$ cat src/rtl/footsies_video_pkg.sv
// Shared video definitions for the Footsies VGA pipeline:
// RGB332 colour constants, sky-state encoding and coordinate width.
`timescale 1ns/1ps
package footsies_video_pkg;

    localparam int COORD_W = 10;

    localparam logic [7:0] RGB_SKY_DAY   = 8'hB0;
    localparam logic [7:0] RGB_SKY_DUSK  = 8'hA0;
    localparam logic [7:0] RGB_SKY_NIGHT = 8'h02;
    localparam logic [7:0] RGB_GROUND    = 8'h00;
    localparam logic [7:0] RGB_SUN       = 8'hE0;
    localparam logic [7:0] RGB_BLANK     = 8'h00;

    typedef enum logic [1:0] {
        SKY_DAY   = 2'd0,
        SKY_DUSK  = 2'd1,
        SKY_NIGHT = 2'd2
    } sky_state_t;

endpackage

$ cat src/rtl/bg_scene_sequencer.sv
// Frame-rate scene sequencer: sky state (DAY/DUSK/NIGHT), sun position,
// frame divider, night counter and, when SCREEN_SHAKE_EN is defined,
// the screen-shake counter. Everything advances only on frame_tick.
`timescale 1ns/1ps
module bg_scene_sequencer
    import footsies_video_pkg::*;
#(
    parameter int H_ACTIVE        = 640,
    parameter int SUN_SIZE        = 40,
    parameter int SUN_X_START     = 500,
    parameter int SUN_STEP_FRAMES = 8,
    parameter int DUSK_X          = 200,
    parameter int NIGHT_FRAMES    = 64,
    parameter int SHAKE_FRAMES    = 12
) (
    input  logic               clk,
    input  logic               reset,
    input  logic               frame_tick,
    input  logic               freeze,
    input  logic               hit_pulse,
    output sky_state_t         state,
    output logic [COORD_W-1:0] sun_x,
    output logic               shake_odd
);

    localparam int FD_W = (SUN_STEP_FRAMES > 1) ? $clog2(SUN_STEP_FRAMES) : 1;
    localparam int NC_W = (NIGHT_FRAMES > 1) ? $clog2(NIGHT_FRAMES) : 1;
    localparam logic [FD_W-1:0]    FD_LAST = FD_W'(SUN_STEP_FRAMES - 1);
    localparam logic [NC_W-1:0]    NC_LAST = NC_W'(NIGHT_FRAMES - 1);
    localparam logic [COORD_W-1:0] DUSK_LIM = COORD_W'(DUSK_X);
    localparam logic [COORD_W-1:0] SUN_RESTART = COORD_W'(H_ACTIVE - SUN_SIZE);

    sky_state_t         state_nxt;
    logic [COORD_W-1:0] sun_x_nxt;
    logic [COORD_W-1:0] sun_dec;
    logic [FD_W-1:0]    frame_div, frame_div_nxt;
    logic [NC_W-1:0]    night_cnt, night_cnt_nxt;
    logic               advance;
    logic               step;

    // Scene state register
    always_ff @(posedge clk or posedge reset) begin
        if (reset) begin
            state     <= SKY_DAY;
            sun_x     <= COORD_W'(SUN_X_START);
            frame_div <= '0;
            night_cnt <= '0;
        end else begin
            state     <= state_nxt;
            sun_x     <= sun_x_nxt;
            frame_div <= frame_div_nxt;
            night_cnt <= night_cnt_nxt;
        end
    end

    // Next-state logic: the sun walks left one pixel per step, dusk starts
    // once it crosses DUSK_X, night follows the step after it reaches x=0
    always_comb begin
        state_nxt     = state;
        sun_x_nxt     = sun_x;
        frame_div_nxt = frame_div;
        night_cnt_nxt = night_cnt;
        advance       = frame_tick && !freeze;
        step          = (frame_div == FD_LAST);
        sun_dec       = sun_x - COORD_W'(1);
        if (advance) begin
            case (state)
                SKY_DAY: begin
                    frame_div_nxt = step ? '0 : frame_div + FD_W'(1);
                    if (step) begin
                        sun_x_nxt = sun_dec;
                        if (sun_dec < DUSK_LIM) state_nxt = SKY_DUSK;
                    end
                end
                SKY_DUSK: begin
                    frame_div_nxt = step ? '0 : frame_div + FD_W'(1);
                    if (step) begin
                        if (sun_x == '0) begin
                            state_nxt     = SKY_NIGHT;
                            night_cnt_nxt = '0;
                        end else begin
                            sun_x_nxt = sun_dec;
                        end
                    end
                end
                SKY_NIGHT: begin
                    if (night_cnt == NC_LAST) begin
                        state_nxt     = SKY_DAY;
                        sun_x_nxt     = SUN_RESTART;
                        frame_div_nxt = '0;
                    end else begin
                        night_cnt_nxt = night_cnt + NC_W'(1);
                    end
                end
                default: state_nxt = SKY_DAY;
            endcase
        end
    end

`ifdef SCREEN_SHAKE_EN
    localparam int SC_W = $clog2(SHAKE_FRAMES + 1);
    logic [SC_W-1:0] shake_cnt;

    // Shake counter: a hit reloads it, each frame counts it down, pause ignored
    always_ff @(posedge clk or posedge reset) begin
        if (reset) begin
            shake_cnt <= '0;
        end else if (hit_pulse) begin
            shake_cnt <= SC_W'(SHAKE_FRAMES);
        end else if (frame_tick && shake_cnt != '0) begin
            shake_cnt <= shake_cnt - SC_W'(1);
        end
    end

    assign shake_odd = shake_cnt[0];
`else
    logic unused_hit;
    assign unused_hit = hit_pulse;
    assign shake_odd  = 1'b0;
`endif

endmodule

$ cat src/rtl/background_renderer_anim.sv
// Animated background layer: registered per-pixel compositor
// (ground > sun > sky) driven by bg_scene_sequencer.
// Optional feature macro: SCREEN_SHAKE_EN (ground lift on landed hits).
`timescale 1ns/1ps
module background_renderer_anim
    import footsies_video_pkg::*;
#(
    parameter int         H_ACTIVE        = 640,
    parameter int         GROUND_Y        = 400,
    parameter int         SUN_SIZE        = 40,
    parameter int         SUN_Y           = 60,
    parameter int         SUN_X_START     = 500,
    parameter int         SUN_STEP_FRAMES = 8,
    parameter int         DUSK_X          = 200,
    parameter int         NIGHT_FRAMES    = 64,
    parameter logic [7:0] SKY_DAY_C       = RGB_SKY_DAY,
    parameter logic [7:0] SKY_DUSK_C      = RGB_SKY_DUSK,
    parameter logic [7:0] SKY_NIGHT_C     = RGB_SKY_NIGHT,
    parameter logic [7:0] GROUND_C        = RGB_GROUND,
    parameter logic [7:0] SUN_C           = RGB_SUN,
    parameter int         SHAKE_FRAMES    = 12,
    parameter int         SHAKE_AMP       = 4
) (
    input  logic               clk,
    input  logic               reset,
    input  logic               frame_tick,
    input  logic               freeze,
    input  logic               hit_pulse,
    input  logic               video_on,
    input  logic [COORD_W-1:0] pixel_x,
    input  logic [COORD_W-1:0] pixel_y,
    output logic [7:0]         bg_color,
    output logic               bg_valid
);

    sky_state_t         state;
    logic [COORD_W-1:0] sun_x;
    logic               shake_odd;
    logic [COORD_W-1:0] ground_y;
    logic [COORD_W:0]   px_w, py_w, sx_w;
    logic               in_ground, in_sun;
    logic [7:0]         sky_c;
    logic [7:0]         color_p0;

    bg_scene_sequencer #(
        .H_ACTIVE        (H_ACTIVE),
        .SUN_SIZE        (SUN_SIZE),
        .SUN_X_START     (SUN_X_START),
        .SUN_STEP_FRAMES (SUN_STEP_FRAMES),
        .DUSK_X          (DUSK_X),
        .NIGHT_FRAMES    (NIGHT_FRAMES),
        .SHAKE_FRAMES    (SHAKE_FRAMES)
    ) u_seq (
        .clk        (clk),
        .reset      (reset),
        .frame_tick (frame_tick),
        .freeze     (freeze),
        .hit_pulse  (hit_pulse),
        .state      (state),
        .sun_x      (sun_x),
        .shake_odd  (shake_odd)
    );

    // Pixel classification and colour selection; sums kept 11-bit so the
    // sun box never wraps near the right edge
    always_comb begin
        ground_y  = shake_odd ? COORD_W'(GROUND_Y - SHAKE_AMP) : COORD_W'(GROUND_Y);
        px_w      = {1'b0, pixel_x};
        py_w      = {1'b0, pixel_y};
        sx_w      = {1'b0, sun_x};
        in_ground = (pixel_y >= ground_y);
        in_sun    = (state != SKY_NIGHT)
                    && (sx_w < px_w) && (px_w < sx_w + (COORD_W+1)'(SUN_SIZE))
                    && ((COORD_W+1)'(SUN_Y) < py_w)
                    && (py_w < (COORD_W+1)'(SUN_Y + SUN_SIZE));
        case (state)
            SKY_DUSK:  sky_c = SKY_DUSK_C;
            SKY_NIGHT: sky_c = SKY_NIGHT_C;
            default:   sky_c = SKY_DAY_C;
        endcase
        if (!video_on)      color_p0 = RGB_BLANK;
        else if (in_ground) color_p0 = GROUND_C;
        else if (in_sun)    color_p0 = SUN_C;
        else                color_p0 = sky_c;
    end

    // Output register: one cycle of latency from pixel coordinates to colour
    always_ff @(posedge clk or posedge reset) begin
        if (reset) begin
            bg_color <= RGB_BLANK;
            bg_valid <= 1'b0;
        end else begin
            bg_color <= color_p0;
            bg_valid <= video_on;
        end
    end

endmodule
$ cat config.mk
export PLATFORM = sky130hd
export DESIGN_NAME = background_renderer_anim
export DESIGN_NICKNAME = d
export VERILOG_FILES = /design/src/rtl/footsies_video_pkg.sv /design/src/rtl/bg_scene_sequencer.sv /design/src/rtl/background_renderer_anim.sv
export SDC_FILE = /design/constraint.sdc
export NUM_CORES = 1
export LEC_CHECK = 0
export CAP_MARGIN = 20
export CORE_MARGIN = 5
export CORE_UTILIZATION = 55
export DETAILED_ROUTE_END_ITERATION = 10
export PLACE_DENSITY = 0.93
export SLEW_MARGIN = 20
export SYNTH_ARGS = -nofsm -noshare
export SYNTH_HDL_FRONTEND = slang
export SYNTH_SLANG_ARGS = --single-unit
$ cat constraint.sdc
create_clock -name clk -period 2.6 [get_ports clk]
set_input_delay 0.39 -clock clk [delete_from_list [all_inputs] [get_ports clk]]
set_output_delay 0.39 -clock clk [all_outputs]
set_load 0.01 [all_outputs]
==> summary.txt, run 1 <==
Outcome
  – Status: complete, no violations

Drt
  – First drt pass iteration count: 4
  – Vias: 2077
  – Routed vias/inst: ~6.1
  – Drt total wl: 5580 µm
  – Detailed router's first-iteration violation count: 247
  – Mean routed wirelength per cell: approximately 16 µm
  – Final antenna-violating net count: 0
  – DRC viols: 0

Global route
  – Largest net degree at the start of global routing: 27
  – Met3 GRT Util: 2.03%
  – GR met2 Demand/Resource: around two fifths
  – Met1 Use GR: 24.2%
  – Wire length of the first global-routing pass: 9200 µm
  – Initial antenna violation count: 0
  – Total track usage: 21.1%
  – Vias in the first global route: about 2100
  – Grt ovf: 0
  – GRT busiest layer: met2

Critical path
  – CP max stage cell: dfrtp_1
  – Crit. Startpoint: u_seq.sun_x[0]$_DFFE_PP0P_
  – CP endpoint kind: flop
  – Worst reg2reg startpoint: u_seq.sun_x[0]$_DFFE_PP0P_
  – Critical Path Fanout Max: 5
  – Levels on crit path: 8
  – Reg-to-reg slack, setup: around 0.14 ns
  – Critical Path RT: 2.77 ns
  – Startpoint types: flop
  – R2R cell count: 8
  – Worst Setup EP: u_seq.state[1]$_DFFE_PP0P_
  – Family with the most delay on the worst path: compound AO/OA/AOI/OAI gates
  – WP data arrival: 2.62 ns
  – WS Path Type: flop to flop
  – Critical-path cell list: inv_1 -> ha_1 -> nor4b_4 -> nand3_1 -> a211o_1 -> a31o_1 -> o22ai_1 -> mux2_1
  – RR Endpoint: u_seq.state[1]$_DFFE_PP0P_
  – CP bufs+invs: 1
  – Max stage delay on crit path: 0.40 ns

Timing
  – RSZ-0062 raised after global routing: false
  – Final setup violation count: 0
  – Worst slew pin tran: 0.711 ns
  – Final hold violations: 0
  – F_max: 407 MHz
  – Min cycle time layout: roughly 2.5 ns
  – Setup TNS: 0 ns
  – Slew margin rel.: a little over half
  – Final period util: roughly 94%
  – Clock Skew: ~0.0048 ns
  – Pins over their slew limit: 0

Logic synthesis
  – Post-synthesis sequential area ratio: between 20 and 30%
  – Synth Register Bits: 26
  – Yosys top cell area share: between 20% and 30%
  – Top FF cell, synth: dfrtp_1
  – Total number of yosys warnings: 0
  – Synth unique cells: about 60
  – Average instance area after synthesis: slightly below 9 µm²
  – Largest cells by area after synthesis: dfrtp_1, ha_1, dfstp_2, inv_1, nand2_1
  – Post-synth top area cell: dfrtp_1
  – Gate Count Post-Synth: 260
  – Fraction of registers with async set/reset: 100%
  – Synth top cells by count: ha_1, inv_1, nand2_1, dfrtp_1, nor2_1
  – Top-count cell post-synth: ha_1
  – Post-synth EDFFs: 0
  – Post-Syn Area: 2260 µm²

Floorplanning
  – Core area: 4000 µm²
  – Io pins: 35
  – Cell Rows: 23
  – DIE HEIGHT: 74.1 µm
  – Die area: between 5000 and 6000 µm²
  – Starting Density: between 50% and 60%
  – DIE WIDTH: 74.1 µm

Clock network
  – CTS tree: done
  – Clock-pin slew on the worst setup and hold paths: around 0.09 ns
  – Post-CTS resize count: 0
  – Root buffer cell: clkbuf_8
  – Sink Count: 26
  – Hold-fix buffers at CTS: 0
  – H-tree Lvls: 1
  – CTS Buf Count: 3
  – Clk Latency, worst-skew pair: 0.27 ns
  – Post-CTS setup repair buffer count: 0
  – Clock Path Buffers: 2

Power and ir drop
  – Psw: 0.306 mW
  – Peak VDD IR: 0.196 mV
  – Tot Pwr: 1.11 mW
  – Reg power frac: about two fifths
  – P_int: between 0.8 and 0.9 mW
  – Sw Share: about 28%
  – Leak Pwr: 1.22 nW
  – Power Dens Cells: 414 nW/µm²
  – Gate power share: 27.5%
  – Clk pwr share: 30.7%

Cells and area
  – Nets: 347
  – Share of cells above drive strength 1: 10.3%
  – Antenna Cells: 0
  – Post-layout util: approximately 67%
  – Synthesis-to-finish area growth: 18.3%

Flow run
  – Max-Cap Viols: 0

Hold path
  – Worst hold-check path type: input pin to asynchronous set/reset pin

Placement
  – GP Congestion: 0.913
  – DP HPWL: 4120 µm
  – Port Buffer Count: 30
[power groups by stage]
stage          Sequential [mW]  Combinational (mW)  Clock, mW
3_3_place_gp             0.466               0.288          0
6_report                 0.462               0.304      0.340
3_5_place_dp             0.469               0.302          0
4_1_cts                  0.461               0.306      0.343
5_1_grt                  0.466               0.343      0.358
2_1_floorplan            0.480               0.179          0
[flip-flops by register name, summed over array words and instances, names as in the netlist]
register	count
bg_color	4
bg_valid	1
u_seq.frame_div	3
u_seq.night_cnt	6
u_seq.state	2
u_seq.sun_x	10
[worst min-delay path by stage]
stage,startpoint,end,slack [ns],depth (start not counted)
floorplan,video_on,bg_valid$_DFF_PP0_,0.42,0
global placement,u_seq.frame_div[1]$_DFFE_PP0P_,u_seq.frame_div[1]$_DFFE_PP0P_,0.47,2
detailed placement,u_seq.frame_div[2]$_DFFE_PP0P_,u_seq.frame_div[2]$_DFFE_PP0P_,0.48,2
CTS,reset,bg_color[1]$_DFF_PP0_,0.47,3
global route,reset,bg_color[1]$_DFF_PP0_,0.51,3
finish,reset,bg_color[1]$_DFF_PP0_,0.46,3
[placed cells by master (no fill, tap or decap), types with 7 or more instances in the layout]
| cell | instances |
|---|---|
| a21oi_1 | 14 |
| buf_4 | 9 |
| clkdlybuf4s50_1 | 30 |
| dfrtp_1 | 20 |
| ha_1 | 29 |
| inv_1 | 26 |
| nand2_1 | 21 |
| nand4_1 | 7 |
| nor2_1 | 16 |
| nor3_1 | 7 |
| o21ai_0 | 9 |
| o21ai_1 | 12 |
[logic make-up after synthesis]
group           after synthesis  synth area share (%)
buf+inv                      40                  8.52
other cells                   1                 0.166
simple gates                 80                  20.4
fa+ha+maj                    29                  16.0
flops                        26                  29.1
xor+xnor                      5                  1.94
compound gates               76                  22.5
mux                           3                  1.44
[area by class of cell]
type,instances,area (µm²)
clock buffer,3,41.3
tap,50,62.6
fill,286,1320
timing repair buffer,39,368
clock inverter,1,30.0
sequential,26,658
inverter,26,97.6
multi-input combinational,196,1420
[through the flow]
| stage | std cells | worst slack, ns | instance area [µm²] | hold WS (ns) |
|---|---|---|---|---|
| after detailed placement | 337 | 0.185 | 2610 | 0.483 |
| after global routing | 341 | 0.00439 | 2680 | 0.509 |
| after CTS | 341 | 0.164 | 2680 | 0.468 |
| after global placement | 337 | 0.286 | 2610 | 0.470 |
| final | 341 | 0.145 | 2680 | 0.459 |
| after floorplan | 262 | 0.317 | 2270 | 0.421 |
[layer usage]
layer,share of wire (%),wire (µm),vias to the layer above
li1,-,-,994
met1,39,2160,976
met2,52,2900,93
met3,6.5,362,14
met4,2.8,156,0
met5,0,0,-
[tightest hold or removal path, stage by stage]
cell	delay, ns
clkdlybuf4s50_1	0.39
inv_1	0.05
buf_4	0.31
(Power assumes the default switching activity.)
==> inputs of run 2 (changes only) <==
--- a/config.mk
+++ b/config.mk
@@ -8,3 +8,2 @@
 export CAP_MARGIN = 20
-export CORE_MARGIN = 5
 export CORE_UTILIZATION = 55
--- a/constraint.sdc
+++ b/constraint.sdc
@@ -3,2 +3,2 @@
 set_output_delay 0.39 -clock clk [all_outputs]
-set_load 0.01 [all_outputs]
+set_load 0.05 [all_outputs]
==> run 2 against run 1 <==
Net effect:
- sequential share of layout area about the same
- non-clock buffer count decreased by 1
- design area decreased by 0.14%
- critical path depth unchanged
- critical path type unchanged
==> summary.txt, run 2 (synthesis gave the netlist of run 1 again) <==
Timing
  – Slew margin rel.: 65.2% (+13 points)
  – Pins over their slew limit: 0 (unchanged)
  – Final setup violation count: 0 (unchanged)
  – Setup TNS: 0 ns (unchanged)
  – Clock Skew: 0.00422 ns (-0.000614 ns)
  – Fin Hold WS: 0.472 ns (+0.0138 ns)
  – F_max: 401 MHz (-1.6%)
  – Final period util: 96.0% (+1.6 points)
  – RSZ-0062 raised after global routing: false
  – Final hold violations: 0 (unchanged)
  – Worst slew pin tran: 0.518 ns (-0.193 ns)
  – Min cycle time layout: 2.50 ns (+0.0410 ns)

Cells and area
  – Finished Cell Area: 2670 µm² (-0.14%)
  – Most frequent cells in the layout: clkdlybuf4s50_1, ha_1, inv_1
  – Largest register FFs: 10 (unchanged)
  – Synthesis-to-finish area growth: 18.1%
  – Most common cell after layout, fill and taps aside: clkdlybuf4s50_1
  – Top flop regs: u_seq.sun_x x10, u_seq.night_cnt x6, bg_color x4
  – Share of cells above drive strength 1: 10.0% (-0.31 points)
  – Top reg by flops: u_seq.sun_x
  – Antenna Cells: 0 (unchanged)
  – Layout fillers: 281 (-1.7%)
  – Layout Cells excl Fill: 338 (-0.88%)
  – Nets: 346 (-0.29%)

Clock network
  – Clk Latency, worst-skew pair: 0.28 ns (about the same)
  – Sink Count: 26 (unchanged)
  – CTS Buf Count: 3 (unchanged)
  – Clock-pin slew on the worst setup and hold paths: 0.09 ns (about the same)
  – Post-CTS setup repair buffer count: 0 (unchanged)
  – Root buffer cell: clkbuf_8
  – CTS tree: done
  – H-tree Lvls: 1 (unchanged)
  – Clock Path Buffers: 2 (unchanged)

Critical path
  – Critical Path RT: 2.77 ns (about the same)
  – CP endpoint kind: flop
  – Max stage delay on crit path: 0.72 ns (+0.32 ns)
  – Critical-path cell list: a21oi_1 -> nor2_1 -> xnor2_1 -> ha_1 -> nand3_1 -> o31ai_1 -> o22ai_1 -> a211oi_1
  – Startpoint types: flop
  – CP max stage cell: dfstp_2
  – WP data arrival: 2.66 ns (+0.04 ns)
  – WS Path Type: flop to flop
  – Critical Path Fanout Max: 14 (+9)

Hold path
  – Worst hold-check path type: input pin to asynchronous set/reset pin

Placement
  – DP Area: 2590 µm² (-0.38%)
  – Dpl cells: 334 (-0.89%)
  – DP HPWL: 3990 µm (-3.0%)
  – GP Congestion: 0.834 (-8.6%)
  – Port Buffer Count: 30 (unchanged)

Floorplanning
  – Core area: 3800 µm² (-5.0%)
  – Io pins: 35 (unchanged)
  – DIE WIDTH: 66.1 µm (-11%)
  – DIE HEIGHT: 66.1 µm (-11%)
  – Cell Rows: 22 (-4.3%)
  – Starting Density: 59.6% (+3.0 points)
  – Die area: 4370 µm² (-20%)

Drt
  – Mean routed wirelength per cell: 15.5 µm (-5.0%)
  – Detailed router's first-iteration violation count: 179 (-28%)
  – Drt total wl: 5250 µm (-5.9%)
  – DRC viols: 0 (unchanged)
  – Final antenna-violating net count: 0 (unchanged)
  – First drt pass iteration count: 5 (+1)
  – Vias: 2022 (-2.6%)
  – Routed vias/inst: 5.98 (-1.8%)

Outcome
  – Status: complete, no violations

Global route
  – Grt ovf: 0 (unchanged)
  – Wire length of the first global-routing pass: 8760 µm (-4.8%)
  – Total track usage: 26.4% (+5.3 points)
  – Largest net degree at the start of global routing: 27 (unchanged)
  – Vias in the first global route: 1973 (-3.8%)
  – Initial antenna violation count: 0 (unchanged)

Flow run
  – Max-Cap Viols: 0 (unchanged)

Power and ir drop
  – Leak Pwr: 1.21 nW (-0.42%)
  – Tot Pwr: 1.12 mW (+1.3%)
  – Peak VDD IR: 0.338 mV (+72%)
  – Power Dens Cells: 419 nW/µm² (+1.4%)
run 2: cell types whose count changed in the layout (fill, tap and decap cells not counted):
cell	change
nor3b_4	+1
nor3b_2	-1
buf_4	-1
run 2: power by group:
part	internal, mW	switching, mW
Sequential	0.439	0.0364
Clock	0.206	0.134
Combinational	0.148	0.157
Total	0.794	0.327
run 2: critical path: cells and delay by family (launching register included):
family | cells | cell delay, ns
xor gates and xnor gates | 1 | 0.09
and+or+nand+nor | 2 | 0.24
adders and majority gates | 1 | 0.31
AOI/OAI and AO/OA | 4 | 1.02
DFF | 1 | 0.72
run 2: worst paths after layout:
path                                                start                        endpoint  slack [ns]  cells after the start
min reg2reg                u_seq.frame_div[1]$_DFFE_PP0P_  u_seq.frame_div[1]$_DFFE_PP0P_        0.50                      2
min in group clk           u_seq.frame_div[1]$_DFFE_PP0P_  u_seq.frame_div[1]$_DFFE_PP0P_        0.50                      2
max in group asynchronous                           reset      u_seq.sun_x[2]$_DFFE_PP1P_        1.82                      3
max reg2reg                    u_seq.sun_x[5]$_DFFE_PP1P_           bg_color[4]$_DFF_PP0_        0.10                      8
max                            u_seq.sun_x[5]$_DFFE_PP1P_           bg_color[4]$_DFF_PP0_        0.10                      8
min                                                 reset  u_seq.night_cnt[0]$_DFFE_PP0P_        0.47                      3
run 2: cell type report:
type / instances / area (µm²) / share of cell area (%)
multi-input cells: 196 / 1430 / 53.3
flip-flops and latches: 26 / 658 / 24.6
repair buffers: 38 / 360 / 13.5
inverters: 26 / 97.6 / 3.65
well taps: 48 / 60.1 / 2.25
clock buffers: 3 / 41.3 / 1.54
clock inverters: 1 / 30.0 / 1.12
run 2: metrics by stage:
step	worst slack (ns)	util, %
after floorplan	0.317	-
after global placement	0.254	68.3
after detailed placement	0.148	68.3
after CTS	0.130	70.2
after global routing	0.00552	70.4
final	0.104	70.4
run 2: timing repair:
item	4_1_cts	5_1_grt
hold buffers	0	0
resized for setup	0	1
endpoints found under the setup margin	0	1
run 2: routing by layer:
layer / routed length [µm] / share of wire [%] / global-route usage (%)
met1: 2220 / 42 / 31.2
met4: 182 / 3.5 / 13.8
met3: 265 / 5.0 / 5.52
met2: 2580 / 49 / 44.6
met5: 0 / 0 / 0
